$ cat src/rtl/cmp_pkg.sv
// ----------------------------------------------------------------------------
// cmp_pkg
// Shared definitions for consumers of the 4-bit magnitude comparator.
// Contents:
//   relation_t : 2-bit relation code (UNKNOWN, EQ, GT, LT)
// ----------------------------------------------------------------------------
package cmp_pkg;

    // UNKNOWN is deliberately the all-zero code so a reset register reads it.
    typedef enum logic [1:0] {
        REL_UNKNOWN = 2'b00,
        REL_EQ      = 2'b01,
        REL_GT      = 2'b10,
        REL_LT      = 2'b11
    } relation_t;

endpackage

$ cat src/rtl/cmp_flag_decode.sv
// ----------------------------------------------------------------------------
// cmp_flag_decode
// Purely combinational decode of the comparator flag triple into a relation
// candidate. Any triple that is not exactly one-hot is flagged as illegal.
// Ports:
//   equal, greater, lesser : in  comparator flags
//   candidate              : out decoded relation (UNKNOWN when illegal)
//   illegal                : out high when the triple is not one-hot
// ----------------------------------------------------------------------------
module cmp_flag_decode
    import cmp_pkg::*;
(
    input  logic      equal,
    input  logic      greater,
    input  logic      lesser,
    output relation_t candidate,
    output logic      illegal
);

    // Only the three one-hot patterns map to a relation; 000 and any
    // multi-bit pattern fall through to the illegal default.
    always_comb begin
        candidate = REL_UNKNOWN;
        illegal   = 1'b0;
        case ({equal, greater, lesser})
            3'b100:  candidate = REL_EQ;
            3'b010:  candidate = REL_GT;
            3'b001:  candidate = REL_LT;
            default: illegal   = 1'b1;
        endcase
    end

endmodule

$ cat src/rtl/cmp_result_filter.sv
// ----------------------------------------------------------------------------
// cmp_result_filter
// Debounces comparator flags into a stable registered relation. A relation is
// adopted only after STABLE_CNT consecutive agreeing valid samples. Counts
// changes between known relations, pulses on every change and keeps a sticky
// error for non-one-hot samples.
// Parameters:
//   STABLE_CNT : agreeing samples needed to adopt a relation (1..15)
//   CHG_W      : width of the saturating change counter
// Ports:
//   clk, rst                : clock, asynchronous active-high reset
//   in_valid                : sample strobe
//   equal, greater, lesser  : comparator flags
//   err_clr                 : clears flag_error
//   state                   : stable relation (00 UNK, 01 EQ, 10 GT, 11 LT)
//   state_valid             : high once state has left UNKNOWN
//   change_pulse            : one-cycle pulse on every state change
//   change_count            : saturating count of known-to-known changes
//   flag_error              : sticky non-one-hot indicator
// ----------------------------------------------------------------------------
module cmp_result_filter
    import cmp_pkg::*;
#(
    parameter int STABLE_CNT = 3,
    parameter int CHG_W      = 8
) (
    input  logic             clk,
    input  logic             rst,
    input  logic             in_valid,
    input  logic             equal,
    input  logic             greater,
    input  logic             lesser,
    input  logic             err_clr,
    output logic [1:0]       state,
    output logic             state_valid,
    output logic             change_pulse,
    output logic [CHG_W-1:0] change_count,
    output logic             flag_error
);

    localparam int               RUN_W   = $clog2(STABLE_CNT + 1);
    localparam logic [RUN_W-1:0] RUN_MAX = RUN_W'(STABLE_CNT);
    localparam logic [CHG_W-1:0] CHG_MAX = '1;

    relation_t        candidate;
    logic             illegal;
    relation_t        prev_cand;
    relation_t        state_q;
    logic [RUN_W-1:0] run_q;
    logic [RUN_W-1:0] run_next;
    logic             adopt;

    cmp_flag_decode u_decode (
        .equal     (equal),
        .greater   (greater),
        .lesser    (lesser),
        .candidate (candidate),
        .illegal   (illegal)
    );

    // Next run length for the current sample and whether it completes a run
    // for a relation different from the one already held. A candidate equal
    // to the held state still extends its run but never adopts.
    always_comb begin
        run_next = run_q;
        adopt    = 1'b0;
        if (illegal) begin
            run_next = '0;
        end else if (candidate == prev_cand) begin
            run_next = (run_q == RUN_MAX) ? run_q : run_q + 1'b1;
        end else begin
            run_next = RUN_W'(1);
        end
        adopt = in_valid && !illegal && (run_next == RUN_MAX) &&
                (candidate != state_q);
    end

    // All state lives here. Nothing moves while in_valid is low except the
    // pulse self-clearing and err_clr. An illegal sample written after the
    // clear lets a same-edge set win over err_clr. The first adoption out of
    // UNKNOWN pulses but is not counted as a change.
    always_ff @(posedge clk or posedge rst) begin
        if (rst) begin
            state_q      <= REL_UNKNOWN;
            prev_cand    <= REL_UNKNOWN;
            run_q        <= '0;
            state_valid  <= 1'b0;
            change_pulse <= 1'b0;
            change_count <= '0;
            flag_error   <= 1'b0;
        end else begin
            change_pulse <= 1'b0;
            if (err_clr) begin
                flag_error <= 1'b0;
            end
            if (in_valid) begin
                run_q <= run_next;
                if (illegal) begin
                    flag_error <= 1'b1;
                    prev_cand  <= REL_UNKNOWN;
                end else begin
                    prev_cand <= candidate;
                end
                if (adopt) begin
                    state_q      <= candidate;
                    change_pulse <= 1'b1;
                    state_valid  <= 1'b1;
                    if (state_q != REL_UNKNOWN && change_count != CHG_MAX) begin
                        change_count <= change_count + 1'b1;
                    end
                end
            end
        end
    end

    assign state = state_q;

endmodule

$ cat config.mk
export PLATFORM = sky130hd
export DESIGN_NAME = cmp_result_filter
export DESIGN_NICKNAME = d
export VERILOG_FILES = /design/src/rtl/cmp_pkg.sv /design/src/rtl/cmp_flag_decode.sv /design/src/rtl/cmp_result_filter.sv
export SDC_FILE = /design/constraint.sdc
export NUM_CORES = 1
export LEC_CHECK = 0
export CAP_MARGIN = 0
export CORE_UTILIZATION = 44
export DETAILED_ROUTE_END_ITERATION = 8
export PLACE_DENSITY = 0.75
export SLEW_MARGIN = 0
export SYNTH_ARGS = -nofsm -noshare
export SYNTH_HDL_FRONTEND = slang
export SYNTH_SLANG_ARGS = --single-unit
$ cat constraint.sdc
create_clock -name clk -period 1.8 [get_ports clk]
set_input_delay 0.27 -clock clk [delete_from_list [all_inputs] [get_ports clk]]
set_output_delay 0.27 -clock clk [all_outputs]
set_load 0.02 [all_outputs]
==> flow_summary.ini <==
[min_path]
hold_path_class = input pin to async pin

[drt]
drtAntennaViolNets = 0
drc_errors = 0
avgRoutedWirePerCell_um = 12.0
finalWirelength_mm = 1.73
avgViaCountPerCell = 4.90
drt_iter0_markers = 10
vias = 706
dr.pass1.iters = 3

[timing]
period_needed_ns = 1.86
skew_ns = 0.00453
slew_headroom_pct = 80.2
hold_viol = 0
grt_setup_unrepaired = yes
fmax_mhz = 537
fin_crit_sh_pct = 104
tightest_slew_ns = 0.295
setup_viol = 6
maxSlewViolCount = 0
layout_setup_ws_ns = -0.0636

[logic_synthesis]
synth_largest_area_cell = dfrtp_1
synthTopCellsByArea = dfrtp_1 (47%), xnor2_1 (8.7%), buf_6 (3.7%)
synth-edff-count = 0
async_flop_share_pct = 100
syn-instance-count = 86
syn-cell-area_um2 = 910
netlist.area_leader.share_pct = 46.8
synth-seq-cells = 17
synth_ff_type = dfrtp_1
avgSynthCellArea_um2 = 10.6
synthesis.nets = 94
synthDistinctLibCells = 32
yosys_warnings = 0
synthTopCellsByCount = dfrtp_1 (17), xnor2_1 (9), nand2_1 (6), nor2_1 (6)
synth.most_common_cell = dfrtp_1
yosysSeqAreaShare_pct = 46.8

[global_route]
grt_pass1_vias = 640
grt_pass1_wl_mm = 2.71
grt-ovfl-total = 0
antenna_found_initial = 0
grt_usage_pct = 17.4
grt_max_degree = 18

[place]
place_congestion = 0.781
port_buffers = 19
placedCellCount = 139
hpwl_mm = 1.25
place_ws_ns = -0.411
place_area_mm2 = 0.00118

[final_layout]
final_cells = 144
nets = 126
num_antenna_cells = 0
synthToLayoutAreaGrowth_pct = 38.0
drive_gt1_share_pct = 25.6
final_area_mm2 = 0.00125

[clock_network]
root_buffer = clkbuf_4
cts_made_buffers = 3
cts_tree = yes
clk_latency_ns = 0.29
cts_num_sinks = 17
clkTransAtPathRegs_ns = 0.11
cts_buffer_depth = 2
cts_max_level = 1

[setup_path]
endpoint = state[1]$_DFFE_PP0P_
r2r_end = state[1]$_DFFE_PP0P_
worst-path-max-fanout = 4
r2r_slack_ns = -0.05
end_kind = flip-flop
crit_start = equal
r2r-start = prev_cand[0]$_DFFE_PP0P_
crit_type = input pin to flip-flop
crit_required_ns = 1.98
ff2ff_path_depth = 4
cp.arrival_ns = 2.04
startpoint_type = input pin

[power_and_ir_drop]
combPwrFrac_pct = 22.2
seq_power_share_pct = 52.2
leakage_nw = 0.545
powerDensity_mw_per_mm2 = 643
p_switching_w = 0.000225
finalPower_w = 0.000807
ir_worst_vdd_mv = 0.380
power_frac_clock_pct = 25.5
p_sw_share_pct = 27.8
p_int_w = 0.000583

[floorplanning]
design.core.area_mm2 = 0.00196
num_rows = 16
fp.dieW_um = 47.5
io_pins = 20
die_height_um = 47.5
start_util_pct = 46.4
die_area_mm2 = 0.00225

[outcome]
status = finished, violations left
violations = negative setup slack

[flow_run]
drv_cap = 0
[layout make-up]
class / instances / area (µm²)
clock buffers: 3 / 22.5
clock inverters: 1 / 5.00
fillers: 168 / 707
inverters: 4 / 15.0
multi-input cells: 60 / 459
flip-flops and latches: 17 / 425
well taps: 27 / 33.8
repair buffers: 32 / 294
[kinds of logic after synthesis]
| group | share of synthesized area (%) |
|---|---|
| buffers and inverters | 6.33 |
| muxes | 7.43 |
| adders and majority gates | 1.38 |
| DFF | 46.8 |
| xor gates and xnor gates | 9.63 |
| and+or+nand+nor | 18.3 |
| AOI/OAI and AO/OA | 10.2 |
[flip-flops by register name, indices dropped and copies added (netlist names)]
register,cells
prev_cand,2
run_q,2
state_valid,1
change_count,8
change_pulse,1
flag_error,1
state,2
[routing by layer]
layer  wire length (µm)  vias up  part of all wire, %  GRT usage [%]
li1                   -      357                    -              -
met1                861      338                   50           22.8
met2                828       11                   48           28.2
met3                 37        0                  2.1           4.53
met4                  0        0                    0           5.14
met5                  0        -                    0              0
[power by group through the flow]
stage	sequential [W]	clock, W	combinational, W
finish	0.000422	0.000206	0.000180
global route	0.000427	0.000231	0.000198
CTS	0.000422	0.000215	0.000177
detailed placement	0.000431	0	0.000165
global placement	0.000430	0	0.000163
floorplan	0.000446	0	0.0000789
[layout by cell type, fill, tap and decap left out, types with 2 or more instances in the layout]
master	instances
and3_1	2
clkbuf_4	3
a31oi_1	2
xnor2_1	9
nand2_1	6
inv_1	4
dfrtp_1	17
mux2_2	3
buf_4	11
nor2_1	6
and2b_2	2
mux2_4	2
clkdlybuf4s50_1	18
nand3_1	4
a21oi_1	5
buf_6	2
[stage by stage]
stage	hold slack [ns]	utilization [%]	setup TNS, ns
finish	0.275	64.0	-0.251
floorplan	0.196	-	0
global placement	0.446	60.2	-3.53
CTS	0.281	63.3	-0.455
global route	0.326	64.0	-0.716
detailed placement	0.454	60.2	-3.83
[what timing repair did]
item	in CTS	in global routing
setup buffers	1	0
setup endpoints to repair	9	11
pin swaps	3	5
hold buffers	0	0
resized for setup	6	3
[worst min path at each step]
stage                                  endpoint  depth (start not counted)               startpoint
global placement        state_valid$_DFFE_PP0P_                          1  state_valid$_DFFE_PP0P_
finish                  state_valid$_DFFE_PP0P_                          3                      rst
floorplan           change_count[0]$_DFFE_PP0P_                          1                      rst
CTS                     state_valid$_DFFE_PP0P_                          3                      rst
global route            state_valid$_DFFE_PP0P_                          3                      rst
detailed placement      state_valid$_DFFE_PP0P_                          1  state_valid$_DFFE_PP0P_
[critical path, cell delays in order]
cell and delay (ns):
clkdlybuf4s50_1 0.46, or4_4 0.52, a221oi_4 0.33, buf_4 0.18, mux2_4 0.29
Power figures use the tool's default switching activity.
